===== config.mk =====
export PLATFORM = sky130hd
export DESIGN_NAME = unified_mem_port_flat
export DESIGN_NICKNAME = d
export VERILOG_FILES = /design/src/rtl/unified_mem_port_if.sv /design/src/rtl/unified_mem_port.sv /design/src/flat_wrapper.sv
export SDC_FILE = /design/constraint.sdc
export NUM_CORES = 1
export LEC_CHECK = 0
export ABC_AREA = 1
export BUFFER_PORTS_ARGS = -buffer_cell sky130_fd_sc_hd__buf_2
export CAP_MARGIN = 5
export CORE_ASPECT_RATIO = 1.4
export CORE_MARGIN = 3
export CORE_UTILIZATION = 40
export DETAILED_ROUTE_END_ITERATION = 10
export MAX_ROUTING_LAYER = met4
export PLACE_DENSITY = 0.72
export SETUP_SLACK_MARGIN = 0.4
export SLEW_MARGIN = 0
export SYNTH_ARGS = -nofsm -noshare
export SYNTH_HDL_FRONTEND = slang
export SYNTH_SLANG_ARGS = --single-unit

===== constraint.sdc =====
create_clock -name clk -period 1.4 [get_ports clk]
set_clock_uncertainty 0.1 [all_clocks]
set_input_delay 0.35 -clock clk [delete_from_list [all_inputs] [get_ports clk]]
set_output_delay 0.35 -clock clk [all_outputs]
set_load 0.03 [all_outputs]

===== src/rtl/unified_mem_port_if.sv =====
// Bus bundle for unified_mem_port: fetch request/response, data request/response
// and the single-ported memory access channel.
// slave  : the access controller (consumes requests and m_rdata, drives grants,
//          responses and memory controls).
// master : the environment (IF stage, MEM stage and the memory itself).
interface unified_mem_port_if #(
    parameter int unsigned ADDR_W = 8
);
    // Fetch channel
    logic              if_req;
    logic [ADDR_W-1:0] if_addr;
    logic              if_gnt;
    logic              if_rvalid;
    logic [31:0]       if_rdata;

    // Data channel
    logic              d_req;
    logic              d_we;
    logic [2:0]        d_func3;
    logic [ADDR_W-1:0] d_addr;
    logic [31:0]       d_wdata;
    logic              d_gnt;
    logic              d_rvalid;
    logic [31:0]       d_rdata;
    logic              d_fault;

    // Memory channel
    logic              m_isel;
    logic [ADDR_W-1:0] m_addr;
    logic              m_re;
    logic              m_we;
    logic [2:0]        m_func3;
    logic [31:0]       m_wdata;
    logic [31:0]       m_rdata;

    modport slave (
        input  if_req, if_addr,
        output if_gnt, if_rvalid, if_rdata,
        input  d_req, d_we, d_func3, d_addr, d_wdata,
        output d_gnt, d_rvalid, d_rdata, d_fault,
        output m_isel, m_addr, m_re, m_we, m_func3, m_wdata,
        input  m_rdata
    );

    modport master (
        output if_req, if_addr,
        input  if_gnt, if_rvalid, if_rdata,
        output d_req, d_we, d_func3, d_addr, d_wdata,
        input  d_gnt, d_rvalid, d_rdata, d_fault,
        input  m_isel, m_addr, m_re, m_we, m_func3, m_wdata,
        output m_rdata
    );
endinterface


===== src/rtl/unified_mem_port.sv =====
// Access controller for the single-ported unified instruction/data memory.
// Arbitrates fetch vs. data requests (data first, with a fairness limit), screens
// data requests for illegal width / misalignment, issues one registered memory
// access per cycle and returns captured read data two cycles after grant.
// Ports:
//   clk  - system clock, rising edge
//   rst  - asynchronous active-low reset
//   bus  - unified_mem_port_if.slave: fetch channel (if_*), data channel (d_*),
//          memory channel (m_*); if_gnt/d_gnt are combinational, all else registered
module unified_mem_port #(
    parameter int unsigned ADDR_W   = 8,
    parameter int unsigned FAIR_MAX = 4
) (
    input logic               clk,
    input logic               rst,
    unified_mem_port_if.slave bus
);
    localparam int unsigned CNT_W = $clog2(FAIR_MAX + 1);

    logic [CNT_W-1:0] fair_cnt;
    logic             fair_hit;
    logic             gnt_d;
    logic             gnt_f;
    logic             func3_bad;
    logic             store_bad;
    logic             misaligned;
    logic             d_bad;

    // Issue-stage tags: which response the captured m_rdata belongs to
    logic iss_f;
    logic iss_dl;
    logic iss_df;

    // Fetch addresses are word aligned; the byte-offset bits are intentionally dropped
    logic unused_if_low;
    assign unused_if_low = ^bus.if_addr[1:0];

    // Arbitration: data wins unless a waiting fetch has been passed over FAIR_MAX times
    always_comb begin
        fair_hit = (fair_cnt == CNT_W'(FAIR_MAX));
        gnt_d    = bus.d_req & ~(bus.if_req & fair_hit);
        gnt_f    = bus.if_req & ~gnt_d;
    end

    assign bus.if_gnt = gnt_f;
    assign bus.d_gnt  = gnt_d;

    // Data request screening
    always_comb begin
        func3_bad  = (bus.d_func3 == 3'b011) | (bus.d_func3 == 3'b110) |
                     (bus.d_func3 == 3'b111);
        store_bad  = bus.d_we & ((bus.d_func3 == 3'b100) | (bus.d_func3 == 3'b101));
        misaligned = ((bus.d_func3[1:0] == 2'b01) & bus.d_addr[0]) |
                     ((bus.d_func3[1:0] == 2'b10) & (bus.d_addr[1:0] != 2'b00));
        d_bad      = func3_bad | store_bad | misaligned;
    end

    // Fairness counter: counts data grants that bypassed a waiting fetch
    always_ff @(posedge clk or negedge rst) begin
        if (!rst) begin
            fair_cnt <= '0;
        end else if (!bus.if_req || gnt_f) begin
            fair_cnt <= '0;
        end else if (gnt_d && !fair_hit) begin
            fair_cnt <= fair_cnt + CNT_W'(1);
        end
    end

    // Issue stage: one-cycle memory access for the request granted last cycle
    always_ff @(posedge clk or negedge rst) begin
        if (!rst) begin
            bus.m_isel  <= 1'b0;
            bus.m_addr  <= '0;
            bus.m_re    <= 1'b0;
            bus.m_we    <= 1'b0;
            bus.m_func3 <= 3'b000;
            bus.m_wdata <= '0;
            iss_f       <= 1'b0;
            iss_dl      <= 1'b0;
            iss_df      <= 1'b0;
        end else begin
            bus.m_re <= 1'b0;
            bus.m_we <= 1'b0;
            iss_f    <= 1'b0;
            iss_dl   <= 1'b0;
            iss_df   <= 1'b0;
            if (gnt_f) begin
                bus.m_isel  <= 1'b1;
                bus.m_addr  <= {bus.if_addr[ADDR_W-1:2], 2'b00};
                bus.m_func3 <= 3'b010;
                iss_f       <= 1'b1;
            end else if (gnt_d) begin
                bus.m_isel  <= 1'b0;
                bus.m_addr  <= bus.d_addr;
                bus.m_func3 <= bus.d_func3;
                bus.m_wdata <= bus.d_wdata;
                // Rejected requests travel down the pipe only as a fault tag
                bus.m_re    <= ~bus.d_we & ~d_bad;
                bus.m_we    <= bus.d_we & ~d_bad;
                iss_dl      <= ~bus.d_we & ~d_bad;
                iss_df      <= d_bad;
            end
        end
    end

    // Response stage: capture memory read data into the tagged requester
    always_ff @(posedge clk or negedge rst) begin
        if (!rst) begin
            bus.if_rvalid <= 1'b0;
            bus.if_rdata  <= '0;
            bus.d_rvalid  <= 1'b0;
            bus.d_rdata   <= '0;
            bus.d_fault   <= 1'b0;
        end else begin
            bus.if_rvalid <= iss_f;
            bus.d_rvalid  <= iss_dl | iss_df;
            bus.d_fault   <= iss_df;
            if (iss_f) begin
                bus.if_rdata <= bus.m_rdata;
            end
            if (iss_dl) begin
                bus.d_rdata <= bus.m_rdata;
            end else if (iss_df) begin
                bus.d_rdata <= '0;
            end
        end
    end
endmodule


===== src/flat_wrapper.sv =====
// flat-port wrapper written by rule: the top's interface ports become plain ports
module unified_mem_port_flat 
#(
    parameter int unsigned ADDR_W   = 8,
    parameter int unsigned FAIR_MAX = 4
)
  (clk, rst, bus_if_req, bus_if_addr, bus_if_gnt, bus_if_rvalid, bus_if_rdata, bus_d_req, bus_d_we, bus_d_func3, bus_d_addr, bus_d_wdata, bus_d_gnt, bus_d_rvalid, bus_d_rdata, bus_d_fault, bus_m_isel, bus_m_addr, bus_m_re, bus_m_we, bus_m_func3, bus_m_wdata, bus_m_rdata);
  unified_mem_port_if #(.ADDR_W(ADDR_W)) bus_i ();
  input logic clk;
  input logic rst;
  input wire logic [$bits(bus_i.if_req)-1:0] bus_if_req;
  input wire logic [$bits(bus_i.if_addr)-1:0] bus_if_addr;
  output wire logic [$bits(bus_i.if_gnt)-1:0] bus_if_gnt;
  output wire logic [$bits(bus_i.if_rvalid)-1:0] bus_if_rvalid;
  output wire logic [$bits(bus_i.if_rdata)-1:0] bus_if_rdata;
  input wire logic [$bits(bus_i.d_req)-1:0] bus_d_req;
  input wire logic [$bits(bus_i.d_we)-1:0] bus_d_we;
  input wire logic [$bits(bus_i.d_func3)-1:0] bus_d_func3;
  input wire logic [$bits(bus_i.d_addr)-1:0] bus_d_addr;
  input wire logic [$bits(bus_i.d_wdata)-1:0] bus_d_wdata;
  output wire logic [$bits(bus_i.d_gnt)-1:0] bus_d_gnt;
  output wire logic [$bits(bus_i.d_rvalid)-1:0] bus_d_rvalid;
  output wire logic [$bits(bus_i.d_rdata)-1:0] bus_d_rdata;
  output wire logic [$bits(bus_i.d_fault)-1:0] bus_d_fault;
  output wire logic [$bits(bus_i.m_isel)-1:0] bus_m_isel;
  output wire logic [$bits(bus_i.m_addr)-1:0] bus_m_addr;
  output wire logic [$bits(bus_i.m_re)-1:0] bus_m_re;
  output wire logic [$bits(bus_i.m_we)-1:0] bus_m_we;
  output wire logic [$bits(bus_i.m_func3)-1:0] bus_m_func3;
  output wire logic [$bits(bus_i.m_wdata)-1:0] bus_m_wdata;
  input wire logic [$bits(bus_i.m_rdata)-1:0] bus_m_rdata;
  assign bus_i.if_req = bus_if_req;
  assign bus_i.if_addr = bus_if_addr;
  assign bus_if_gnt = bus_i.if_gnt;
  assign bus_if_rvalid = bus_i.if_rvalid;
  assign bus_if_rdata = bus_i.if_rdata;
  assign bus_i.d_req = bus_d_req;
  assign bus_i.d_we = bus_d_we;
  assign bus_i.d_func3 = bus_d_func3;
  assign bus_i.d_addr = bus_d_addr;
  assign bus_i.d_wdata = bus_d_wdata;
  assign bus_d_gnt = bus_i.d_gnt;
  assign bus_d_rvalid = bus_i.d_rvalid;
  assign bus_d_rdata = bus_i.d_rdata;
  assign bus_d_fault = bus_i.d_fault;
  assign bus_m_isel = bus_i.m_isel;
  assign bus_m_addr = bus_i.m_addr;
  assign bus_m_re = bus_i.m_re;
  assign bus_m_we = bus_i.m_we;
  assign bus_m_func3 = bus_i.m_func3;
  assign bus_m_wdata = bus_i.m_wdata;
  assign bus_i.m_rdata = bus_m_rdata;
  unified_mem_port #(.ADDR_W(ADDR_W), .FAIR_MAX(FAIR_MAX)) u_core (.clk(clk), .rst(rst), .bus(bus_i));
endmodule

Word level (Yosys, flattened, before mapping)
Cells that the tools add are included.
- input port bits: 88
- flip-flop bits (word level): 118
- mux-type cells: 17
- $add $sub $neg: 1
- reduce and logical (&&, ||, !) cells: 9
- equality and inequality tests: 8
- bitwise logic cells: 20
- operators with widths (cell ; count):
    32-bit 2-to-1 mux ; 2
    8-bit 2-to-1 mux ; 2
    3-bit equality test, second input constant ; 5
    3-bit 2-to-1 mux ; 4
    1-bit 2-to-1 mux ; 9
    1-bit AND ; 8
    2-bit nonzero test ; 4
    1-bit bitwise OR ; 7
    1-bit NOT ; 5
    3-bit by 1-bit adder with 3-bit output, second input constant ; 1
    3-bit by 2-bit equality test with 1-bit output, second input constant ; 1
    2-bit by 1-bit equality test with 1-bit output, second input constant ; 1
    2-bit equality test, second input constant ; 1
    1-bit zero test ; 2
    2-bit AND reduction ; 1
    1-bit logical AND ; 1
    1-bit logical OR ; 1

Longest topological paths before layout
Gate-level depths: netlist of the first run.
- depth after elaboration: 9
- gate-level depth with buffers: 9

Worst setup path after synthesis of the first run
OpenSTA, ideal clock, no wires.
- path type: reg-to-output
- start: register u_core.fair_cnt[0]
- end: output bus_if_gnt
- slack: -0.211 ns
- stages on the path, launching flop included: 5
- data arrival time: 1.161 ns
- buffers on the path: 0
- cells stage by stage: dfrtp_1 -> inv_1 -> ha_1 -> nand2_1 -> a21boi_2
- word-level cells in the longest chain between the ends: 6
- RTL lines (what ; RTL line ; source):
    from (decl) ; unified_mem_port.sv:20 ; logic [CNT_W-1:0] fair_cnt;
    from (signal assigned) ; unified_mem_port.sv:65 ; fair_cnt <= fair_cnt + CNT_W'(1);
    3-bit equality test ; unified_mem_port.sv:40 ; fair_hit = (fair_cnt == CNT_W'(FAIR_MAX));
    1-bit AND ; unified_mem_port.sv:41 ; gnt_d = bus.d_req & ~(bus.if_req & fair_hit);
    1-bit NOT ; unified_mem_port.sv:41 ;
    1-bit AND ; unified_mem_port.sv:41 ;
    1-bit NOT ; unified_mem_port.sv:42 ; gnt_f = bus.if_req & ~gnt_d;
    1-bit AND ; unified_mem_port.sv:42 ;
    to (decl) ; flat_wrapper.sv:13 ; output wire logic [$bits(bus_i.if_gnt)-1:0] bus_if_gnt;
Every way passes these cells.

Final worst setup path of the first run
Ends and elaborated chain as after synthesis.

==> summary.md, run 1 <==
| Metric | Value |
|---|---|
| Result of the run | finished, violations left |
| Violated checks | negative setup slack |
| DP Cell Count | 787 |
| Proportion of register bits with asynchronous set or reset after synthesis | 1.00 |
| Ranking of synthesized cells by area | dfrtp_1 (63%), nand2_1 (12%), mux2_2 (5.7%) |
| Detailed router's first-iteration violation count | 150 |
| Final critical-path share of the clock period | 1.35 |
| CTS buffer count | 17 |
| Clock insertion delay at the later pin of the skew report | 0.41 ns |
| Via count of the first global-routing pass | 4849 |
| Final routed DRC violation total | 0 |
| Most instantiated flip-flop cell in the synthesis netlist | dfrtp_1 |
| H-Tree Level Count | 4 |
| CP startpoint kind | flop |
| Final number of max-transition violations | 0 |
| Sequential cell area fraction in the yosys report | 0.625 |
| Slew margin rel. | 0.737 |
| Number of antenna diodes | 0 |
| Largest driver fanout on the critical path | 2 |
| Pleak | 4.76 nW |
| GRT Overall Usage | 0.246 |
| Overall Power | 11.8 mW |
| Met1 Routed Length | 6590 um |
| Min-Delay Path Class | in2reg |
| Number of warnings reported in the yosys synthesis log | 0 |
| Largest voltage drop on the vdd net | 1.12 mV |
| Ranking of synthesized cells by instance count | nand2_1 (148), dfrtp_1 (118), inv_1 (49), mux2_2 (24), o21ai_2 (21) |
| Classification of the worst setup path | reg2out |
| Upper clock frequency limit | between 500 and 600 MHz |
| Final setup vio count | 107 |
| Mean routed wirelength per cell | 20.0 um |
| Setup repair after global routing missed its margin | yes |
| Post-synthesis to final-layout area growth | 96.4% |
| Top cell type by total area after synthesis | dfrtp_1 |
| HPWL after DPL | 8350 um |
| Area of the die | 0.0132 mm^2 |
| Number of routed nets with antenna violations | 0 |
| Req. time, crit path | 0.95 ns |
| Overflow left after global routing | 0 |
| Area of the mapped netlist | 0.00472 mm^2 |
| Number of hold violations in the final report | 0 |
| Yosys top cell area share | 0.625 |
| Clock tree from TritonCTS | yes |
| Number of rows in the core area | 46 |
| Post-synthesis cell count | 444 |
| Clock root buffer master | clkbuf_16 |
| Global-route wire length before repair | 24500 um |
| Detailed-router iteration count before antenna repair | 5 |
| Final GP Congestion | just over 0.8 |
| Met3 WL | 1120 um |
| Final worst slack | -0.495 ns |
| Power per unit of standard cell area | ~1300 mW/mm^2 |
| Number of enable-type register cells in the synthesized netlist | 0 |
| Total length of routed met2 wires | 10400 um |
| Port Buffers | 200 |
| Largest net degree at the start of global routing | 84 |
| Die extent in x | 97.8 um |
| Leading cell type by number of instances after synthesis | nand2_1 |
| Vert. Die Dim | 135 um |
| Aggregate negative setup slack | -17.93 ns |
| Effective utilization at floorplan | 0.412 |
| Critical path arrival | 1.45 ns |
| Deepest clock path buffer count | 2 |
| Area of the core | around 0.011 mm^2 |
| Net count reported at finish | 877 |
| IO Count | about 200 |
| Total vias in the final route | between 4000 and 5000 |
| Kind of end point of the critical path | output pin |
| Highest signal layer in the routed design | met4 |
| Flops & latches, synth | 118 |
| Avg Vias per Cell | 5.02 |
| Sink count of the clock tree | ~120 |
| Average cell area after synthesis | 10.6 um^2 |
| Final Routed Wirelength | 18900 um |
| Max-cap violations | 0 |
| Final standard cell count with taps included and fillers excluded | roughly 940 |
| Yosys cell types | 21 |
| Reg clk slew, reported paths | approximately 0.06 ns |
| Pre-CTS setup slack | -0.116 ns |
| Ratio of cells with drive above 1 in the final layout | 0.670 |
| Worst Max-Slew Pin Slew | 0.395 ns |
| Initial antenna violation count | 0 |
| Nets in the synthesized netlist | between 500 and 600 |
| Final critical delay including setup and external delays | 1.90 ns |
| Final Util | 0.810 |
[per-stage QoR]
| stage | instance area, um^2 | hold WS [ns] |
|---|---|---|
| 5_1_grt | 9270 | 0.0479 |
| 6_report | 9270 | 0.0430 |
| 4_1_cts | 8380 | 0.0229 |
| 3_3_place_gp | 6060 | 0.234 |
| 2_1_floorplan | 4890 | -0.0456 |
| 3_5_place_dp | 6060 | 0.241 |
[final timing paths]
kind	startpoint	to	slack (ns)	cells after the start
worst max-delay path	u_core.fair_cnt[0]	bus_if_gnt	-0.50	5
worst min-delay path	bus_d_wdata[8]	u_core.bus.m_wdata[8]	0.04	3
worst max register to register	u_core.fair_cnt[1]	u_core.bus.m_wdata[14]	-0.45	12
worst min register to register	u_core.iss_df	u_core.bus.d_fault	0.30	0
max in group asynchronous	rst	u_core.bus.d_fault	0.20	3
min in group asynchronous	rst	u_core.bus.m_wdata[24]	0.61	3
[sequential cells by signal, summed over array words and instances (netlist names), 3 cells and up]
register,cells
u_core.fair_cnt,3
u_core.bus.m_wdata,32
u_core.bus.if_rdata,32
u_core.bus.m_func3,3
u_core.bus.d_rdata,32
u_core.bus.m_addr,8
[critical path, cell delays in order (launching register included)]
cell      delay, ns
dfrtp_1        0.39
inv_2          0.07
ha_4           0.16
nand2_4        0.06
a21boi_4       0.19
buf_6          0.15
[report_power, final]
part	leakage (nW)	internal [mW]	switching, mW
Sequential	1.47	3.74	0.284
Clock	0.289	2.95	1.58
Combinational	3.00	1.63	1.63
[repair_timing]
item | CTS | global route
setup buffers | 46 | 63
setup endpoints to repair | 230 | 314
gates resized for setup | 320 | 98
pin swaps | 4 | 31
hold endpoints to repair | 118 | 118
cloned | 12 | 3
hold buffers | 1 | 1
[routing by layer]
metal | vias to the layer above | global-route usage
met4 | 0 | 0.0993
met2 | 234 | 0.428
met3 | 66 | 0.0610
met1 | 2374 | 0.269
li1 | 2067 | -
met5 | - | -
[layout make-up]
class                           count  area [um^2]
Clock buffer                       22          474
Timing Repair Buffer              345         3320
Fill cell                         565         2180
Multi-Input combinational cell    255         2000
Clock inverter                     10          146
Tap cell                          144          180
Inverter                           50          190
Sequential cell                   118         2960
[placed cells by master, fill, tap and decap left out, drive strengths merged]
cell and instances:
clkbuf 25, dfrtp 118, or2 1, nor2 17, a21boi 1, nand2 150
xnor2 1, clkinvlp 4, dlygate4sd3 1, ha 2, o21ai 27, buf 341
clkinv 3, bufinv 3, o22ai 8, mux2 24, a21oi 9, nand3 15
inv 50
[logic make-up after synthesis]
logic type,Yosys count,synth area share
buffers and inverters,71,0.0771
xor gates and xnor gates,1,0.00186
AOI/OAI and AO/OA,45,0.0784
DFF,118,0.625
muxes,24,0.0572
and+or+nand+nor,183,0.155
adders and majority gates,2,0.00530
(Power assumes the default switching activity.)
==> run 2: changes to the inputs <==
Settings changed: CORE_ASPECT_RATIO 1.4 to unset, PLACE_DENSITY 0.72 to 0.82.
==> summary.md, run 2 (synthesized netlist as in run 1, its figures left out) <==
| Metric | Value |
|---|---|
| Post-synthesis to final-layout area growth | 107% |
| Power per unit of standard cell area | 1210 mW/mm^2 (-5.0%) |
| Number of rows in the core area | 39 (-15%) |
| Setup repair after global routing missed its margin | yes |
| Req. time, crit path | 0.95 ns (about the same) |
| Largest driver fanout on the critical path | 2 (unchanged) |
| Number of cells traversed by the worst hold path | 3 (unchanged) |
| Slew margin rel. | 0.793 (+0.0560) |
| Most frequent standard cell in the layout excluding fill and tap cells | buf_6 |
| Largest net degree at the start of global routing | 45 (-46%) |
| Critical path arrival | 1.39 ns (-0.06 ns) |
| Final Routed Wirelength | 21700 um (+15%) |
| Registers with the highest flip-flop counts | u_core.bus.d_rdata x32, u_core.bus.if_rdata x32, u_core.bus.m_wdata x32 |
| HPWL after DPL | 8680 um (+4.0%) |
| Ratio of cells with drive above 1 in the final layout | 0.685 (+0.0147) |
| Violated checks | negative setup slack |
| Overflow left after global routing | 0 (unchanged) |
| Pre-CTS setup slack | -0.0901 ns (+0.0256 ns) |
| Startpoint of the worst setup timing path | u_core.fair_cnt[1] |
| GRT Overall Usage | 0.285 (+0.0395) |
| Deepest clock path buffer count | 2 (unchanged) |
| Die extent in x | 115 um (+17%) |
| Final worst slack | -0.440 ns (+0.0554 ns) |
| Pleak | 5.03 nW (+5.8%) |
| Net count reported at finish | 912 (+4.0%) |
| Clock tree from TritonCTS | yes |
| Launch instance of the worst register-to-register path | u_core.fair_cnt[1] |
| Post-Layout Inst Area | 0.00979 mm^2 (+5.6%) |
| Result of the run | finished, violations left |
| Port Buffers | 200 (unchanged) |
| Area of the die | 0.0131 mm^2 (-0.14%) |
| Min-Delay Path Class | in2reg |
| H-Tree Level Count | 4 (unchanged) |
| Mean routed wirelength per cell | 22.3 um (+11%) |
| Avg Vias per Cell | 5.22 (+4.0%) |
| CTS buffer count | 17 (unchanged) |
| Max-cap violations | 0 (unchanged) |
| Clock root buffer master | clkbuf_16 |
| Capturing point of the worst reg2reg path | u_core.bus.m_wdata[21] |
| Kind of end point of the critical path | output pin |
| DP Cell Count | 786 (-0.13%) |
| Fill cell count | 456 (-19%) |
| Number of routed nets with antenna violations | 0 (unchanged) |
| Final standard cell count with taps included and fillers excluded | 977 (+3.5%) |
| Final GP Congestion | 0.853 (+3.5%) |
| Aggregate negative setup slack | -16.31 ns (+1.62 ns) |
| Launch point of the worst hold path | bus_if_addr[5] |
| Detailed-router iteration count before antenna repair | 5 (unchanged) |
| Number of hold violations in the final report | 0 (unchanged) |
| Clock insertion delay at the later pin of the skew report | 0.40 ns (about the same) |
| Final routed DRC violation total | 0 (unchanged) |
| Final setup vio count | 131 (+22%) |
| IO Count | 203 (unchanged) |
| Area of the core | 0.0115 mm^2 (+0.12%) |
| Effective utilization at floorplan | 0.412 (-0.000495) |
| CP startpoint kind | flop |
| Number of antenna diodes | 0 (unchanged) |
| CP endpoint | bus_if_gnt |
| Sink count of the clock tree | 118 (unchanged) |
| Classification of the worst setup path | reg2out |
| Via count of the first global-routing pass | 5066 (+4.5%) |
| Leading cell types in the layout, fill and taps excluded | buf_6 (138), buf_4 (117), dfrtp_1 (115), buf_2 (84), nand2_1 (70) |
| Initial antenna violation count | 0 (unchanged) |
| Final number of max-transition violations | 0 (unchanged) |
| Global-route wire length before repair | 27500 um (+12%) |
| Detailed router's first-iteration violation count | 529 (+250%) |
| Vert. Die Dim | 115 um (-15%) |
| Setup slack on the worst flop-to-flop path | -0.42 ns (+0.03 ns) |
| Total vias in the final route | 5101 (+7.6%) |
| Largest voltage drop on the vdd net | 1.06 mV (-5.8%) |
| Worst Max-Slew Pin Slew | 0.310 ns (-0.0847 ns) |
| Worst r2r path cells | 12 (unchanged) |
| Final critical-path share of the clock period | 1.31 (-0.0396) |
| Reg clk slew, reported paths | 0.05 ns (about the same) |
| Cell area after placement | 0.00608 mm^2 (+0.39%) |
| Upper clock frequency limit | 544 MHz (+3.0%) |
| Final critical delay including setup and external delays | 1.84 ns (-0.0554 ns) |
| Hold_ws | 0.0574 ns (+0.0144 ns) |
## run 2: cell types whose count changed in the layout (fill, tap and decap cells not counted), moves of 3 or more
| cell | change |
|---|---|
| buf_16 | +7 |
| clkinv_4 | -3 |
| nand2_1 | -9 |
| buf_12 | +4 |
| buf_4 | +21 |
| clkinvlp_4 | -3 |
| clkbuf_1 | +6 |
| nor2_4 | -3 |
| o21ai_4 | +7 |
| o21ai_2 | -7 |
| nor2_1 | +3 |
| nand2_4 | +7 |
## run 2: how the worst min path moves through the flow
stage	endpoint	slack, ns
after floorplan	u_core.bus.d_fault	-0.05
after global placement	u_core.bus.if_rdata[25]	0.12
final	u_core.bus.m_addr[5]	0.06
after CTS	u_core.bus.m_wdata[31]	0.03
after global routing	u_core.bus.m_wdata[22]	0.04
after detailed placement	u_core.bus.if_rdata[20]	0.12
## run 2: final cells by class
class / instances / area, um^2 / area share
Tap cell: 143 / 179 / 0.0183
Clock inverter: 4 / 70.1 / 0.00716
Timing Repair Buffer: 380 / 3810 / 0.389
Clock buffer: 27 / 483 / 0.0493
Inverter: 50 / 194 / 0.0198
Sequential cell: 118 / 2960 / 0.302
Multi-Input combinational cell: 255 / 2100 / 0.215
## run 2: power by group
group | internal, mW | switching (mW)
clock network | 2.70 | 1.51
logic | 1.81 | 1.77
registers | 3.74 | 0.310
## run 2: stage by stage
step	utilization	power, mW
after floorplan	-	5.20
after global placement	0.530	5.83
after detailed placement	0.530	5.89
after CTS	0.759	11.1
after global routing	0.854	12.2
final	0.854	11.9
## run 2: timing repair
item	CTS	global route
resized for setup	330	115
endpoints found under the hold margin	92	0
hold buffers	1	0
endpoints found under the setup margin	229	312
pin swaps	26	18
cloned	17	4
buffers inserted	72	66
## run 2: routing by layer
metal | up-vias | wire length, um | track usage | share of wire
met2 | 343 | 11700 | 0.498 | 0.54
met4 | 0 | 843 | 0.124 | 0.039
met5 | - | 0 | - | 0
li1 | 2146 | - | - | -
met3 | 76 | 1640 | 0.0788 | 0.075
met1 | 2536 | 7520 | 0.301 | 0.35
## run 2: critical path, cell delays in order (launching register included)
cell	delay, ns
dfrtp_1	0.39
inv_2	0.08
ha_4	0.16
nand2_4	0.05
a21boi_4	0.16
buf_6	0.15
